## src/rtl/clk_div_prog.sv

```systemverilog
// Programmable integer clock divider with glitch-free registered outputs.
// Divisor changes are double-buffered (pending -> active) and take effect
// only on a period boundary or while the divider is disabled.
// Optional feature: define CLK_DIV_BURST_EN to add a burst engine that emits
// a programmed number of periods per burst_start; outputs idle low otherwise.
module clk_div_prog #(
    parameter int CNT_WIDTH   = 16,
    parameter int DEFAULT_DIV = 4
) (
    input  logic                 clk,
    input  logic                 rst,
    input  logic                 en,
    input  logic [CNT_WIDTH-1:0] div_in,
    input  logic                 div_load,
`ifdef CLK_DIV_BURST_EN
    input  logic                 burst_start,
    input  logic [15:0]          burst_len,
    output logic                 burst_busy,
    output logic                 burst_done,
`endif
    output logic                 clk_out,
    output logic                 tick,
    output logic [CNT_WIDTH-1:0] div_active
);

    // Divisors below 2 cannot form a period with both a high and low phase.
    function automatic logic [CNT_WIDTH-1:0] clamp2(input logic [CNT_WIDTH-1:0] v);
        return (v < CNT_WIDTH'(2)) ? CNT_WIDTH'(2) : v;
    endfunction

    localparam logic [CNT_WIDTH-1:0] RST_DIV = clamp2(CNT_WIDTH'(DEFAULT_DIV));

    logic [CNT_WIDTH-1:0] pending, active, cnt;
    logic [CNT_WIDTH-1:0] pend_eff, act_n, cnt_n;
    logic                 clk_out_q, tick_q;
    logic                 go, restart, upd, wrap;
    logic                 clk_out_n, tick_n;

`ifdef CLK_DIV_BURST_EN
    logic        busy, done_q, done_n;
    logic [15:0] rem;

    // Burst mode: run only inside a burst; a (re)start opens a fresh period.
    always_comb begin
        restart = en && burst_start && (burst_len != 16'd0);
        go      = restart || (en && !burst_start && busy && !done_q);
        upd     = !en || tick_q || !busy || restart;
    end
`else
    logic run_q;

    // Free-running mode: the first enabled cycle always starts at phase 0.
    always_comb begin
        go      = en;
        restart = en && !run_q;
        upd     = !en || tick_q;
    end

    // Remembers whether the previous cycle was enabled.
    always_ff @(posedge clk) begin
        if (rst) run_q <= 1'b0;
        else     run_q <= en;
    end
`endif

    // Next-state for divisor, phase counter and the decoded outputs.
    always_comb begin
        pend_eff  = div_load ? clamp2(div_in) : pending;
        act_n     = upd ? pend_eff : active;
        wrap      = (cnt == active - CNT_WIDTH'(1));
        cnt_n     = '0;
        if (go && !restart && !wrap) cnt_n = cnt + CNT_WIDTH'(1);
        clk_out_n = go && (cnt_n < (act_n >> 1));
        tick_n    = go && (cnt_n == act_n - CNT_WIDTH'(1));
    end

    // Divider state and registered outputs.
    always_ff @(posedge clk) begin
        if (rst) begin
            pending   <= RST_DIV;
            active    <= RST_DIV;
            cnt       <= '0;
            clk_out_q <= 1'b0;
            tick_q    <= 1'b0;
        end else begin
            pending   <= pend_eff;
            active    <= act_n;
            cnt       <= cnt_n;
            clk_out_q <= clk_out_n;
            tick_q    <= tick_n;
        end
    end

`ifdef CLK_DIV_BURST_EN
    // Final tick of a burst is the one issued with a single period remaining.
    always_comb done_n = busy && !done_q && tick_n && (rem == 16'd1);

    // Burst bookkeeping: period countdown, busy flag and done pulse.
    always_ff @(posedge clk) begin
        if (rst || !en) begin
            busy   <= 1'b0;
            done_q <= 1'b0;
            rem    <= '0;
        end else if (burst_start) begin
            busy   <= (burst_len != 16'd0);
            done_q <= (burst_len == 16'd0);
            rem    <= burst_len;
        end else begin
            done_q <= done_n;
            if (done_q) busy <= 1'b0;
            if (busy && !done_q && tick_q) rem <= rem - 16'd1;
        end
    end

    assign burst_busy = busy;
    assign burst_done = done_q;
`endif

    assign clk_out    = clk_out_q;
    assign tick       = tick_q;
    assign div_active = active;

endmodule
```

## config.mk

```make
export PLATFORM = sky130hd
export DESIGN_NAME = clk_div_prog
export DESIGN_NICKNAME = d
export VERILOG_FILES = /design/src/rtl/clk_div_prog.sv
export SDC_FILE = /design/constraint.sdc
export NUM_CORES = 1
export LEC_CHECK = 0
export CAP_MARGIN = 5
export CORE_MARGIN = 3
export CORE_UTILIZATION = 58
export DETAILED_ROUTE_END_ITERATION = 6
export PLACE_DENSITY_LB_ADDON = 0.05
export SETUP_SLACK_MARGIN = 0.4
export SLEW_MARGIN = 20
export SYNTH_ARGS = -nofsm -noshare
export SYNTH_HDL_FRONTEND = slang
export SYNTH_SLANG_ARGS = --single-unit
```

## constraint.sdc

```tcl
create_clock -name clk -period 4.3 [get_ports clk]
set_input_delay 0.43 -clock clk [delete_from_list [all_inputs] [get_ports clk]]
set_output_delay 0.43 -clock clk [all_outputs]
set_load 0.005 [all_outputs]
```

## Word-level counts from Yosys, hierarchy flattened

Index checks and enable logic that the tools add are counted.

| cells by class | value |
|---|---|
| add/subtract/negate cells | 3 |
| order comparisons | 2 |
| eq/ne operators | 2 |
| muxes and demuxes | 4 |
| reductions and logical operators | 10 |

Operators with widths:

| kind | number |
|---|---|
| $mux W16 | 4 |
| $eq A16 B16 Y1 | 2 |
| $sub A16 B1 Y16 const B | 2 |
| $add A16 B1 Y16 const B | 1 |
| $lt A16 B15 Y1 | 1 |
| $lt A16 B2 Y1 const B | 1 |
| $logic_and A1 B1 Y1 | 5 |
| $logic_not A1 Y1 | 4 |
| $logic_or A1 B1 Y1 | 1 |

| storage, ports and cells | value |
|---|---|
| bits in registers | 51 |
| input port bits | 20 |
| output and inout port bits | 18 |
| logic and storage cells | 27 |

## Depth between registers and ports, before layout

Gate-level depths: netlist of run 1.

| depth | value |
|---|---|
| depth after elaboration | 8 |
| mapped depth | 19 |
| depth with buffers taken out | 16 |

## Worst setup path before layout of run 1

No wires, ideal clock.

| timing | value |
|---|---|
| path kind | register to register |
| from | register active[8] (netlist: div_active[8]) |
| to | register clk_out_q (netlist: clk_out) |
| setup time | 0.081 ns |
| data arrival time | 3.801 ns |
| data required time | 4.219 ns |
| setup slack | 0.418 ns |
| cell stages (with the launch flop) | 18 |
| buffers on the path | 3 |
| clock period less this slack | 3.882 ns |
| cell sequence | dfxtp_1 clkbuf_1 nor4_1 nand4_1 mux2_1 o311ai_0 o2111ai_1 o21ai_4 buf_4 clkbuf_1 nor2_1 ha_1 and4_1 a21oi_1 a21oi_1 a211oi_1 o41ai_1 a41oi_1 |

| between the ends | value |
|---|---|
| cells in the longest elaborated chain, start to end | 7 |
| elaborated cells between the ends (all ways) | 8 |
| those cells by class | 1 x add/sub; 1 x order compare; 1 x eq/ne; 2 x mux; 3 x reduce/logical |

Ends and longest elaborated chain:

| item | RTL line | RTL |
|---|---|---|
| from (decl) | 33 | `logic [CNT_WIDTH-1:0] pending, active, cnt;` |
| from (signal assigned) | 87 | `active <= act_n;` |
| $sub A16 B1 Y16 | 70 | `wrap = (cnt == active - CNT_WIDTH'(1));` |
| $eq A16 B16 Y1 | 70 |  |
| $logic_not A1 Y1 | 72 | `if (go && !restart && !wrap) cnt_n = cnt + CNT_WIDTH'(1);` |
| $logic_and A1 B1 Y1 | 72 |  |
| $mux W16 | 72 |  |
| via cnt_n[7] | 34 | `logic [CNT_WIDTH-1:0] pend_eff, act_n, cnt_n;` |
| $lt A16 B15 Y1 | 73 | `clk_out_n = go && (cnt_n < (act_n >> 1));` |
| $logic_and A1 B1 Y1 | 73 |  |
| to (signal assigned) | 89 | `clk_out_q <= clk_out_n;` |
| to (decl) | 35 | `logic clk_out_q, tick_q;` |

The timed path passes the listed nets, and every way through them passes these cells.
A chain may end at the register's enable or synchronous reset.

## Worst setup path in the final report of run 1

| timing | value |
|---|---|
| from | register active[2] (netlist: div_active[2]) |
| to | register clk_out_q (netlist: clk_out) |

The elaborated chain is that of the path after synthesis.

==> reports/metrics.csv, run 1 <==
metric,value,unit
status,"finished, final reports clean",
Placer Congestion,0.947,
Worst Path Required,4.52,ns
r2r setup slk,0.57,ns
max incr delay on CP,0.38,ns
most frequent cells in the layout,"nor2_1, dfxtp_1, clkdlybuf4s50_1",
vias,3450,
layout cells sized above 1,0.153,
crit path DAT,3.95,ns
initial antenna violation count,0,
Final Non-Filler Cells,565,
"commonest non-fill, non-tap cell in the layout",nor2_1,
fin crit share,0.866,
Leak,1.70,nW
Synth Warn #,0,
CTS sink cnt,51,
power consumption,1.12,mW
most frequent CP cell,a21oi_1,
routed wire length,10100,um
Clock Pin Slew Worst Setup and Hold Paths,0.10,ns
Slowest cell on crit path,dfxtp_2,
sequential share of the synthesized area,0.277,
Worst Path Buf+Inv,2,
Post-synth EDFFs,0,
H-Tree Depth,2,
CP Cell Sequence,nor4_2 -> buf_4 -> nand3_2 -> o31a_1 -> nor3_4 -> o2111ai_4 -> o211ai_1 -> inv_1 -> ha_1 -> and4_1 -> a21oi_1 -> a21oi_1 -> a211oi_1 -> o41ai_1 -> a41oi_1,
Root Buffer,clkbuf_8,
core area,6030,um^2
Max Fclk,268,MHz
IO buf count,37,
CTS Buf Count,5,
DRT Pass-1 Iters,5,
Slew @ Worst Pin,0.831,ns
Setup crit end kind,flip-flop,
CTS tree,built,
Crit Path Max Fanout,8,
worst skew pair latency,0.31,ns
CP Class,reg2reg,
drt drc,0,
die area,7360,um^2
"CP delay by family, top",compound AO/OA/AOI/OAI gates,
Max-slew headroom,0.440,
PwrDens,255,nW/um^2
Nets,525,
Post-synth top flop,dfxtp_1,
CP startpoint kind,flip-flop,
Die Wd,85.8,um
DRT antenna net count,0,
total grt overflow,0,
Vias per Instance,6.11,
DRT iter0 DRCs,244,
post-route cell area,4380,um^2
Placement Cell Area,4140,um^2
number of global-route vias before repair,3226,
Inserted Diodes,0,
setup violators final,0,
Register Area,1020,um^2
RSZ-0062 raised after global routing,no,
WL/cell,17.8,um
largest net degree at the start of global routing,40,
DP Cell Count,546,
total track usage,0.274,
final hold violations,0,
Ports,38,
skew final,0.00912,ns
post-cts hold buffer count,0,
DP Wirelength,7400,um
final critical-path required period,3.73,ns
Setup TNS Final,0,ns
Peak VDD IR,197,uV
"Distinct cells, synth",69,
synthesized flop and latch total,51,
asr flop ratio synth,0,
first-pass GRT wire length,16000,um
chip height,85.8,um
Std-Cell Rows,28,
multi-input logic area,2540,um^2
Synth Net Count,477,
Max Buffers Root-to-Sink,2,
Worst Hold Class,reg2reg,
Starting Density,0.613,
Syn Inst Count,441,
"Area growth, synth to finish",18.6,%
filler cell count,488,
"Slew Viols, Final",0,
average cell area after synthesis,8.37,um^2
mapped cell area,3690,um^2
MaxCap Viol Count,0,
[flip-flops by register name (all words and copies together), names as in the netlist]
name	flops
cnt	16
div_active	16
pending	16
clk_out	1
run_q	1
tick	1
[cell usage after synthesis (2+ instances only)]
library cell,count,share of area
nand3b_1,2,0.0041
nand3_1,17,0.023
and2_1,5,0.0085
or3_1,2,0.0034
mux2_4,3,0.012
or4b_2,2,0.0054
mux2i_1,15,0.041
nor2_1,65,0.066
o2111ai_1,2,0.0047
nand4_1,9,0.015
inv_1,18,0.018
and4_1,7,0.017
o211ai_1,2,0.0041
and4_4,3,0.0091
clkbuf_1,8,0.0081
a21o_1,4,0.0081
a31oi_1,5,0.0085
nor2b_1,6,0.010
xor2_1,29,0.069
o21ai_0,12,0.016
and3_2,3,0.0061
nor4_2,3,0.010
nand2b_1,4,0.0068
xnor2_1,24,0.057
dfxtp_1,51,0.28
o21a_1,5,0.010
and3_1,3,0.0051
buf_6,4,0.012
buf_4,3,0.0061
or4_1,2,0.0041
ha_1,16,0.054
mux2_2,6,0.018
o21ai_1,3,0.0041
nor3_1,14,0.019
a21oi_1,13,0.018
buf_2,4,0.0054
nand2_1,25,0.025
nor4_1,6,0.010
a41oi_1,2,0.0047
buf_1,2,0.0020
or2_2,3,0.0051
a211oi_1,2,0.0041
[area by class of cell]
type / instances / share of cell area
clock buffer: 6 / 0.0189
sequential: 51 / 0.234
inverter: 19 / 0.0163
clock inverter: 2 / 0.00372
multi-input combinational: 351 / 0.580
tap: 75 / 0.0214
timing repair buffer: 61 / 0.126
[power by group]
part | total (mW) | internal (mW) | switching [mW]
clock | 0.299 | 0.132 | 0.168
combinational | 0.304 | 0.140 | 0.164
sequential | 0.513 | 0.492 | 0.0208
total | 1.12 | 0.763 | 0.353
[through the flow]
stage / utilization / hold WS (ns) / setup WS (ns)
floorplan: - / 0.442 / 0.418
global placement: 0.686 / 0.477 / 0.369
detailed placement: 0.686 / 0.479 / 0.207
CTS: 0.711 / 0.503 / 0.401
global route: 0.727 / 0.538 / 0.347
finish: 0.727 / 0.502 / 0.575
[worst register-to-register path, cell delays in order, from the launching register on]
cell and delay, ns:
dfxtp_2 0.38, nor4_2 0.27, buf_4 0.21, nand3_2 0.13
o31a_1 0.37, nor3_4 0.21, o2111ai_4 0.25, o211ai_1 0.36
inv_1 0.10, ha_1 0.30, and4_1 0.21, a21oi_1 0.14
a21oi_1 0.09, a211oi_1 0.24, o41ai_1 0.13, a41oi_1 0.25
[worst paths after layout]
kind,cells past startpoint,to,from
hold / removal,2,pending[6],pending[6]
hold reg to reg,2,pending[6],pending[6]
setup reg to reg,15,clk_out,div_active[2]
setup / recovery,15,clk_out,div_active[2]
[what timing repair did]
item | 4_1_cts | 5_1_grt
gates cloned | 1 | 0
resized for setup | 2 | 9
buffers inserted | 4 | 6
pin swaps | 2 | 5
endpoints found under the setup margin | 1 | 2
[layer usage]
metal / global-route usage / part of all wire / up-vias
met4: 0.0892 / 0.023 / 0
met2: 0.452 / 0.48 / 113
met1: 0.371 / 0.45 / 1653
li1: - / - / 1660
met5: 0 / 0 / -
met3: 0.0327 / 0.047 / 24
[kinds of logic (layout without fill, tap and decap cells)]
family                   Yosys count  after routing  share of synthesized area
buffers and inverters             40             88                     0.0532
flip-flops                        51             51                      0.277
AO/OA/AOI/OAI                     67             68                      0.134
XOR/XNOR                          54             54                      0.133
adder cells (fa/ha/maj)           16             16                     0.0542
multiplexers                      26             26                     0.0803
AND/OR/NAND/NOR                  187            187                      0.268
No activity file was read; power rests on OpenSTA's default activity.
==> run 2, diff against run 1 <==
CTS_CLUSTER_SIZE = 14   (was default)
==> results of run 2 <==
Same layout as run 1: the final DEF is identical, and so are final timing and power.
